===== config.mk =====
export PLATFORM = sky130hd
export DESIGN_NAME = rll_key_loader
export DESIGN_NICKNAME = d
export VERILOG_FILES = /design/src/rtl/rll_key_pkg.sv /design/src/rtl/rll_key_chk_fold.sv /design/src/rtl/rll_key_loader.sv
export SDC_FILE = /design/constraint.sdc
export NUM_CORES = 1
export LEC_CHECK = 0
export CELL_PAD_IN_SITES_DETAIL_PLACEMENT = 2
export CELL_PAD_IN_SITES_GLOBAL_PLACEMENT = 2
export CORE_ASPECT_RATIO = 0.8
export CORE_MARGIN = 2
export CORE_UTILIZATION = 37
export CTS_BUF_LIST = sky130_fd_sc_hd__clkbuf_4 sky130_fd_sc_hd__clkbuf_8 sky130_fd_sc_hd__clkbuf_16
export DETAILED_ROUTE_END_ITERATION = 12
export PLACE_DENSITY_LB_ADDON = 0.1
export SYNTH_ARGS = -nofsm -noshare
export SYNTH_HDL_FRONTEND = slang
export SYNTH_HIERARCHICAL = 1
export SYNTH_SLANG_ARGS = --single-unit

===== constraint.sdc =====
create_clock -name clk -period 3.1 [get_ports clk]
set_input_delay 0.62 -clock clk [delete_from_list [all_inputs] [get_ports clk]]
set_output_delay 0.62 -clock clk [all_outputs]
set_load 0.05 [all_outputs]

===== src/rtl/rll_key_pkg.sv =====
`default_nettype none
// ============================================================================
// Module  : rll_key_pkg
// Purpose : Shared types and constants for the RLL key loader.
//           - state_t     : loader FSM states
//           - *_DEF       : default key / checksum widths
//           - num_slices  : number of checksum-wide slices folded from a key
// Revision: 1.0 - initial release
// ============================================================================
package rll_key_pkg;

  localparam int KEY_WIDTH_DEF  = 32;
  localparam int CHK_WIDTH_DEF  = 8;
  localparam int NUM_SLICES_DEF = KEY_WIDTH_DEF / CHK_WIDTH_DEF;

  typedef enum logic [1:0] {
    IDLE   = 2'd0,
    KEY    = 2'd1,
    CHK    = 2'd2,
    VERIFY = 2'd3
  } state_t;

  function automatic int num_slices(input int key_width, input int chk_width);
    return key_width / chk_width;
  endfunction

endpackage
`default_nettype wire


===== src/rtl/rll_key_chk_fold.sv =====
`default_nettype none
// ============================================================================
// Module  : rll_key_chk_fold
// Purpose : XOR-fold of a key into one checksum-wide word (combinational).
// Ports   : key  in  KEY_WIDTH  key to fold
//           fold out CHK_WIDTH  XOR of all CHK_WIDTH-bit slices of key
// Revision: 1.0 - initial release
// ============================================================================
module rll_key_chk_fold
  import rll_key_pkg::*;
#(
  parameter int KEY_WIDTH = KEY_WIDTH_DEF,
  parameter int CHK_WIDTH = CHK_WIDTH_DEF
) (
  input  logic [KEY_WIDTH-1:0] key,
  output logic [CHK_WIDTH-1:0] fold
);

  localparam int NUM_SLICES = num_slices(KEY_WIDTH, CHK_WIDTH);

  // The fold only makes sense when the key splits into whole slices.
  generate
    if ((KEY_WIDTH % CHK_WIDTH) != 0) begin : g_width_check
      $error("rll_key_chk_fold: KEY_WIDTH must be a multiple of CHK_WIDTH");
    end
  endgenerate

  always_comb begin
    fold = '0;
    for (int s = 0; s < NUM_SLICES; s++) begin
      fold = fold ^ key[s*CHK_WIDTH +: CHK_WIDTH];
    end
  end

endmodule
`default_nettype wire


===== src/rtl/rll_key_loader.sv =====
`default_nettype none
// ============================================================================
// Module  : rll_key_loader
// Purpose : Bit-serial key loader for RLL-locked netlists. Shifts in a key
//           (LSB first) and its XOR-fold checksum, verifies, then commits the
//           key to a held parallel register.
// Ports   : clk         in   clock, all state on rising edge
//           rst_n       in   synchronous active-low reset
//           load_start  in   pulse, begins/restarts a load
//           zeroize     in   level, clears all key material
//           key_valid   in   serial bit valid
//           key_bit     in   serial bit (key bits, then checksum bits)
//           key_ready   out  loader accepts serial bits
//           key_out     out  committed key (bit i drives keyIn_0_i)
//           key_loaded  out  key_out holds a verified key
//           key_err     out  sticky, last load failed checksum
// Revision: 1.0 - initial release
// ============================================================================
module rll_key_loader
  import rll_key_pkg::*;
#(
  parameter int KEY_WIDTH = KEY_WIDTH_DEF,
  parameter int CHK_WIDTH = CHK_WIDTH_DEF
) (
  input  logic                 clk,
  input  logic                 rst_n,
  input  logic                 load_start,
  input  logic                 zeroize,
  input  logic                 key_valid,
  input  logic                 key_bit,
  output logic                 key_ready,
  output logic [KEY_WIDTH-1:0] key_out,
  output logic                 key_loaded,
  output logic                 key_err
);

  // One counter serves both phases; it is sized for the longer key phase.
  localparam int CNT_W     = (KEY_WIDTH > 1) ? $clog2(KEY_WIDTH) : 1;
  localparam int CHK_IDX_W = (CHK_WIDTH > 1) ? $clog2(CHK_WIDTH) : 1;
  localparam logic [CNT_W-1:0] KEY_LAST = CNT_W'(KEY_WIDTH - 1);
  localparam logic [CNT_W-1:0] CHK_LAST = CNT_W'(CHK_WIDTH - 1);

  state_t               state;
  state_t               state_nxt;
  logic [KEY_WIDTH-1:0] shadow;
  logic [CHK_WIDTH-1:0] chk_reg;
  logic [CNT_W-1:0]     cnt;
  logic [CHK_WIDTH-1:0] fold;
  logic                 xfer;

  rll_key_chk_fold #(
    .KEY_WIDTH (KEY_WIDTH),
    .CHK_WIDTH (CHK_WIDTH)
  ) u_fold (
    .key  (shadow),
    .fold (fold)
  );

  // State register
  always_ff @(posedge clk) begin
    if (!rst_n) begin
      state <= IDLE;
    end else begin
      state <= state_nxt;
    end
  end

  // Next state and handshake
  always_comb begin
    state_nxt = state;
    key_ready = (state == KEY) || (state == CHK);
    xfer      = key_valid && key_ready;
    if (zeroize) begin
      state_nxt = IDLE;
    end else if (load_start) begin
      // Start from IDLE and restart from any other state look the same.
      state_nxt = KEY;
    end else begin
      case (state)
        IDLE:    state_nxt = IDLE;
        KEY:     if (xfer && (cnt == KEY_LAST)) state_nxt = CHK;
        CHK:     if (xfer && (cnt == CHK_LAST)) state_nxt = VERIFY;
        VERIFY:  state_nxt = IDLE;
        default: state_nxt = IDLE;
      endcase
    end
  end

  // Key material and status
  always_ff @(posedge clk) begin
    if (!rst_n) begin
      shadow     <= '0;
      chk_reg    <= '0;
      cnt        <= '0;
      key_out    <= '0;
      key_loaded <= 1'b0;
      key_err    <= 1'b0;
    end else if (zeroize) begin
      shadow     <= '0;
      chk_reg    <= '0;
      cnt        <= '0;
      key_out    <= '0;
      key_loaded <= 1'b0;
      key_err    <= 1'b0;
    end else if (load_start) begin
      // A bit presented alongside load_start is dropped on purpose.
      shadow     <= '0;
      chk_reg    <= '0;
      cnt        <= '0;
      key_loaded <= 1'b0;
      key_err    <= 1'b0;
    end else begin
      case (state)
        IDLE: begin
          shadow  <= '0;
          chk_reg <= '0;
          cnt     <= '0;
        end
        KEY: begin
          if (xfer) begin
            shadow[cnt] <= key_bit;
            cnt         <= (cnt == KEY_LAST) ? '0 : cnt + 1'b1;
          end
        end
        CHK: begin
          if (xfer) begin
            chk_reg[cnt[CHK_IDX_W-1:0]] <= key_bit;
            cnt                         <= cnt + 1'b1;
          end
        end
        VERIFY: begin
          cnt <= '0;
          if (fold == chk_reg) begin
            key_out    <= shadow;
            key_loaded <= 1'b1;
          end else begin
            key_err <= 1'b1;
            shadow  <= '0;
          end
        end
        default: begin
          cnt <= '0;
        end
      endcase
    end
  end

endmodule
`default_nettype wire


== After elaboration in Yosys (flattened, before gate mapping) ==
Cells that the tools add are included.

* Bits in registers: 81
* Input bits: 6
* Output and inout port bits: 35
* Word-level logic and storage cells: 71

* Add/subtract/negate cells: 1
* Magnitude comparators: 4
* Eq/ne operators: 13
* Mux-type cells: 19
* Bitwise operators: 6
* Reduce and logical (&&, ||, !) cells: 20

{| class="wikitable"
|+ Operators by type and width
! kind !! count
|-
| 32-bit one-hot mux with 3 select lines || 1
|-
| 32-bit 2-to-1 mux || 2
|-
| 32-bit bitwise mux || 1
|-
| 8-bit bitwise XOR || 3
|-
| 8-bit one-hot mux with 2 select lines || 1
|-
| 5-bit 2-to-1 mux || 3
|-
| 5-bit one-hot mux with 3 select lines || 1
|-
| 2-bit AND reduction || 6
|-
| 8-bit bitwise mux || 1
|-
| 8-bit equality test || 1
|-
| 8-bit 2-to-1 mux || 1
|-
| 5-bit by 6-bit < comparator with 1-bit output (second input constant) || 1
|-
| 2-bit != test (second input constant) || 3
|-
| 3-bit by 2-bit != test with 1-bit output (second input constant) || 2
|-
| 2-bit one-hot mux with 3 select lines || 1
|-
| 3-bit AND reduction || 2
|-
| 5-bit by 1-bit adder with 5-bit output (second input constant) || 1
|-
| 1-bit demux with 5-bit select || 1
|-
| 5-bit by 3-bit equality test with 1-bit output (second input constant) || 1
|-
| 5-bit equality test (second input constant) || 1
|-
| 5-bit by 1-bit >= comparator with 1-bit output (second input constant) || 1
|-
| 1-bit logical AND || 5
|-
| 2-bit equality test (second input constant) || 2
|-
| 3-bit by 4-bit < comparator with 1-bit output (second input constant) || 1
|-
| 13 further kinds || 20
|}

== Longest topological paths before layout ==
* Word-level depth: 7
* Mapped depth: 9
* Depth with buffers taken out: 7

== Modules after synthesis ==
The synthesis kept the hierarchy.

{| class="wikitable"
|+ Modules (own cells, without submodules)
! module !! times used !! cells each !! area an instance (um2) !! seq. area each (um2)
|-
| rll_key_loader || 1 || 414 || 3646.0 || 1621.6
|-
| rll_key_chk_fold || 1 || 24 || 210.2 || 0.0
|}

== Worst setup path before layout ==
No wires, ideal clock.

* Path kind: flip-flop to flip-flop
* From: reg shadow[31]
* To: reg key_out[0]
* Library setup time: 0.128 ns
* Arrival: 1.838 ns
* Required time: 2.972 ns
* Slack: 1.134 ns
* Cell stages (with the launch flop): 9
* Path buffers: 1
* Clock period less this slack: 1.966 ns
* Path through: dfxtp_1 > xor2_1 > xnor2_1 > xor2_1 > nor4_2 > nand4_2 > buf_2 > mux2i_1 > nor2_1

* Longest elaborated chain between the ends: 3

{| class="wikitable"
|+ RTL lines
! what !! line !! source
|-
| from (decl) || rll_key_loader.sv:45 || <nowiki>logic [KEY_WIDTH-1:0] shadow;</nowiki>
|-
| from (signal, indexed assignment) || rll_key_loader.sv:121 || <nowiki>shadow[cnt] <= key_bit;</nowiki>
|-
| 8-bit bitwise XOR || rll_key_chk_fold.sv:31 || <nowiki>fold = fold ^ key[s*CHK_WIDTH +: CHK_WIDTH];</nowiki>
|-
| net fold[7] || rll_key_loader.sv:48 || <nowiki>logic [CHK_WIDTH-1:0] fold;</nowiki>
|-
| 8-bit equality test || rll_key_loader.sv:133 || <nowiki>if (fold == chk_reg) begin</nowiki>
|-
| 3-bit AND reduction (no source line) || - ||
|-
| to (signal assigned) || rll_key_loader.sv:134 || <nowiki>key_out <= shadow;</nowiki>
|-
| to (decl) || rll_key_loader.sv:32 || <nowiki>output logic [KEY_WIDTH-1:0] key_out,</nowiki>
|}

The timed path passes the listed nets, and every way through them passes these cells.
A chain may end at the register's enable or synchronous reset.

== Final worst setup path ==
* From: reg state[0]
* To: out key_ready

* Longest elaborated chain between the ends: 2
* Elaborated cells between the ends (all ways): 3
* Those cells by class: eq/ne: 2; reduce/logical: 1

{| class="wikitable"
|+ RTL lines
! what !! line !! source
|-
| from (decl) || rll_key_loader.sv:43 || <nowiki>state_t state;</nowiki>
|-
| from (signal assigned) || rll_key_loader.sv:64 || <nowiki>state <= state_nxt;</nowiki>
|-
| 2-bit by 1-bit equality test with 1-bit output or 2-bit equality test (tied branches) || rll_key_loader.sv:71 || <nowiki>key_ready = (state == KEY) || (state == CHK);</nowiki>
|-
| 1-bit logical OR (*) || rll_key_loader.sv:71 ||
|-
| to (decl) || rll_key_loader.sv:31 || <nowiki>output logic key_ready,</nowiki>
|}

Every way passes the cells marked *; elsewhere a longest branch is shown, timed or not.

==> impl_metrics.env <==
export IMPL_cp_num_cells=3
export IMPL_die_w_um=118
export IMPL_drive_gt1_share_pct=6.98
export IMPL_worstMarginPinSlew_ns=0.890
export IMPL_finalCritPeriodShare_pct=88.2
export IMPL_hpwl_mm=8.95
export IMPL_die_h_um=95.3
export IMPL_layout_common_cells="dfxtp_1 (81), nor2_1 (50), a21oi_1 (49)"
export IMPL_instances_no_fill=614
export IMPL_ff_latch_area_mm2=0.00162
export IMPL_combPwrFrac_pct=3.5
export IMPL_yosys_cell_types_count=37
export IMPL_synthesis_nets=453
export IMPL_cp_top_family="buffers and inverters"
export IMPL_nets=483
export IMPL_yosys_area_top_type="dfxtp_1"
export IMPL_multi_input_area_mm2=0.00206
export IMPL_cts_clk_slew_worst_paths_ns=0.06
export IMPL_numCtsBuffers=9
export IMPL_outcome="finished, final reports clean"
export IMPL_gp_congestion=0.742
export IMPL_post_place_ws_ns=0.488
export IMPL_synth_top_cell_area_share_pct=42.1
export IMPL_dp_cells=597
export IMPL_final_common_cell="dfxtp_1"
export IMPL_grt_pass1_wl_mm=20.7
export IMPL_first_pass_iters=4
export IMPL_grt_usage_pct=23.7
export IMPL_yosysSeqAreaShare_pct=42.1
export IMPL_max_cap_violations=0
export IMPL_ys_ff_latch=81
export IMPL_fmax_mhz=366
export IMPL_synthTopCellsByArea="dfxtp_1 (42%), mux2i_1 (8.6%), a21oi_1 (6.4%)"
export IMPL_rsz0062_at_grt="false"
export IMPL_pin_count=41
export IMPL_p_seq_share_pct=47.3
export IMPL_grt_pass1_vias=3623
export IMPL_viasPerCell=5.49
export IMPL_worstSetupPathType="flip-flop to output port"
export IMPL_arrival_ns=2.11
export IMPL_worst_path_buf_inv=2
export IMPL_final_setup_worst_slack_ns=0.366
export IMPL_clock_sinks=81
export IMPL_cts_repair_resized=0
export IMPL_fin_tns_setup_ns=0
export IMPL_endpoint_kind="output port"
export IMPL_total_power_mw=2.20
export IMPL_ys_async_sr_fraction_pct=0
export IMPL_cp_max_fo=8
export IMPL_cp_data_required_time_ns=2.48
export IMPL_die_area_mm2=0.0113
export IMPL_crit_path_start_kind="flip-flop"
export IMPL_synthCells=438
export IMPL_wire_per_inst_um=20.4
export IMPL_cts_htree_levels=3
export IMPL_initial_utilization_pct=37.8
export IMPL_syn2layout_area_growth_pct=21.5
export IMPL_route_detailed_drc=0
export IMPL_switching_share_pct=22.8
export IMPL_slew_headroom_pct=40.4
export IMPL_cp_slowest_cell="clkdlybuf4s50_1"
export IMPL_avgSynthCellArea_um2=8.80
export IMPL_wirelength_mm=12.5
export IMPL_p_leak_nw=1.90
export IMPL_detail_route_iter0_violations=149
export IMPL_ant_nets=0
export IMPL_worstHoldPathType="flip-flop to flip-flop"
export IMPL_core_area_mm2=0.0102
export IMPL_post_cts_buffers=0
export IMPL_synth_ff_type="dfxtp_1"
export IMPL_slew_viol_final=0
export IMPL_p_switching_uw=502
export IMPL_cts_buffer_depth=2
export IMPL_peakVddDrop_v=0.000346
export IMPL_grt_overflow=0
export IMPL_clockRootBuffer="clkbuf_16"
export IMPL_internal_power_mw=1.70
export IMPL_cts_tree="yes"
export IMPL_grt_start_max_net_pins=34
export IMPL_power_frac_clock_pct=49.2
export IMPL_synth_area_mm2=0.00386
export IMPL_ff2ff_path_depth=8
export IMPL_crit_chain="inv_1 > ha_1 > clkdlybuf4s50_1"
export IMPL_clock_latency_ns=0.35
export IMPL_std_cell_rows=33
export IMPL_ys_warn_count=6
export IMPL_fillers=1147
export IMPL_cpPeakStageDelay_ns=0.86
export IMPL_p_per_area_mw_per_mm2=470
export IMPL_postLayoutCoreUtil_pct=46.0
export IMPL_antenna_found_initial=0
export IMPL_port_buffers=40
export IMPL_vias=3371
export IMPL_hold_violations=0
export IMPL_setup_viol=0
export IMPL_hold_buffers=0
export IMPL_post_route_min_period_ns=2.73
export IMPL_skew_ns=0.00680
export IMPL_synth_edff_count=0
export IMPL_hold_path_depth=2
Yosys cell counts (5+ instances only):
library cell / n
dfxtp_1: 81
nor2_1: 51
a21oi_1: 49
mux2i_1: 33
o211ai_1: 31
nand2_1: 24
o21ai_0: 21
xnor2_1: 19
clkbuf_1: 18
o31ai_1: 17
xor2_1: 16
inv_1: 12
ha_1: 9
buf_2: 8
a21boi_0: 6
buf_1: 5
nand3_1: 5
layout make-up:
class	count	area share [%]
Clock buffer	10	4.97
Sequential cell	81	34.6
Multi-Input combinational cell	313	44.0
Clock inverter	6	1.47
Timing Repair Buffer	50	10.1
Tap cell	140	3.74
Inverter	13	1.04
Antenna cell	1	0.0534
routing by layer:
| metal | up-vias | share of wire (%) | GRT usage, % |
|---|---|---|---|
| li1 | 1612 | - | - |
| met1 | 1687 | 49 | 32.0 |
| met2 | 60 | 47 | 39.2 |
| met3 | 12 | 3.7 | 4.55 |
| met4 | 0 | 1.1 | 6.43 |
| met5 | - | 0 | 0 |
final timing paths:
check | to | from | slack [ns]
worst max register to register | shadow[24] | shadow[24] | 0.45
worst max-delay path | key_ready | state[0] | 0.37
worst min register to register | key_out[19] | key_out[19] | 0.49
worst min-delay path | key_out[19] | key_out[19] | 0.49
through the flow:
stage / cell area (um^2) / hold WS (ns)
2_1_floorplan: 3860 / 0.461
3_3_place_gp: 4380 / 0.459
3_5_place_dp: 4380 / 0.482
4_1_cts: 4680 / 0.503
5_1_grt: 4680 / 0.535
6_report: 4690 / 0.495
power by group through the flow:
stage                     sequential [mW]  combinational, mW  clock (mW)
after floorplan                      1.07             0.0489           0
after global placement               1.07             0.0733           0
after detailed placement             1.07             0.0762           0
after CTS                            1.04             0.0774        1.10
after global routing                 1.04             0.0840        1.15
final                                1.04             0.0769        1.08
kinds of logic after synthesis:
| kind of cell | synth area share, % |
|---|---|
| and+or+nand+nor | 12.5 |
| AOI/OAI and AO/OA | 21.5 |
| xor gates and xnor gates | 7.95 |
| DFF | 42.1 |
| adders and majority gates | 2.92 |
| muxes | 8.57 |
| buffers and inverters | 4.54 |
worst reg2reg max path: stages (launching register included):
cell,delay (ns)
dfxtp_1,0.39
xor2_1,0.31
xnor2_1,0.17
xor2_1,0.18
nor4_2,0.62
a31o_2,0.27
buf_4,0.33
o211ai_1,0.16
o21ai_0,0.12
Note: power is estimated with default switching activity, not from simulation.
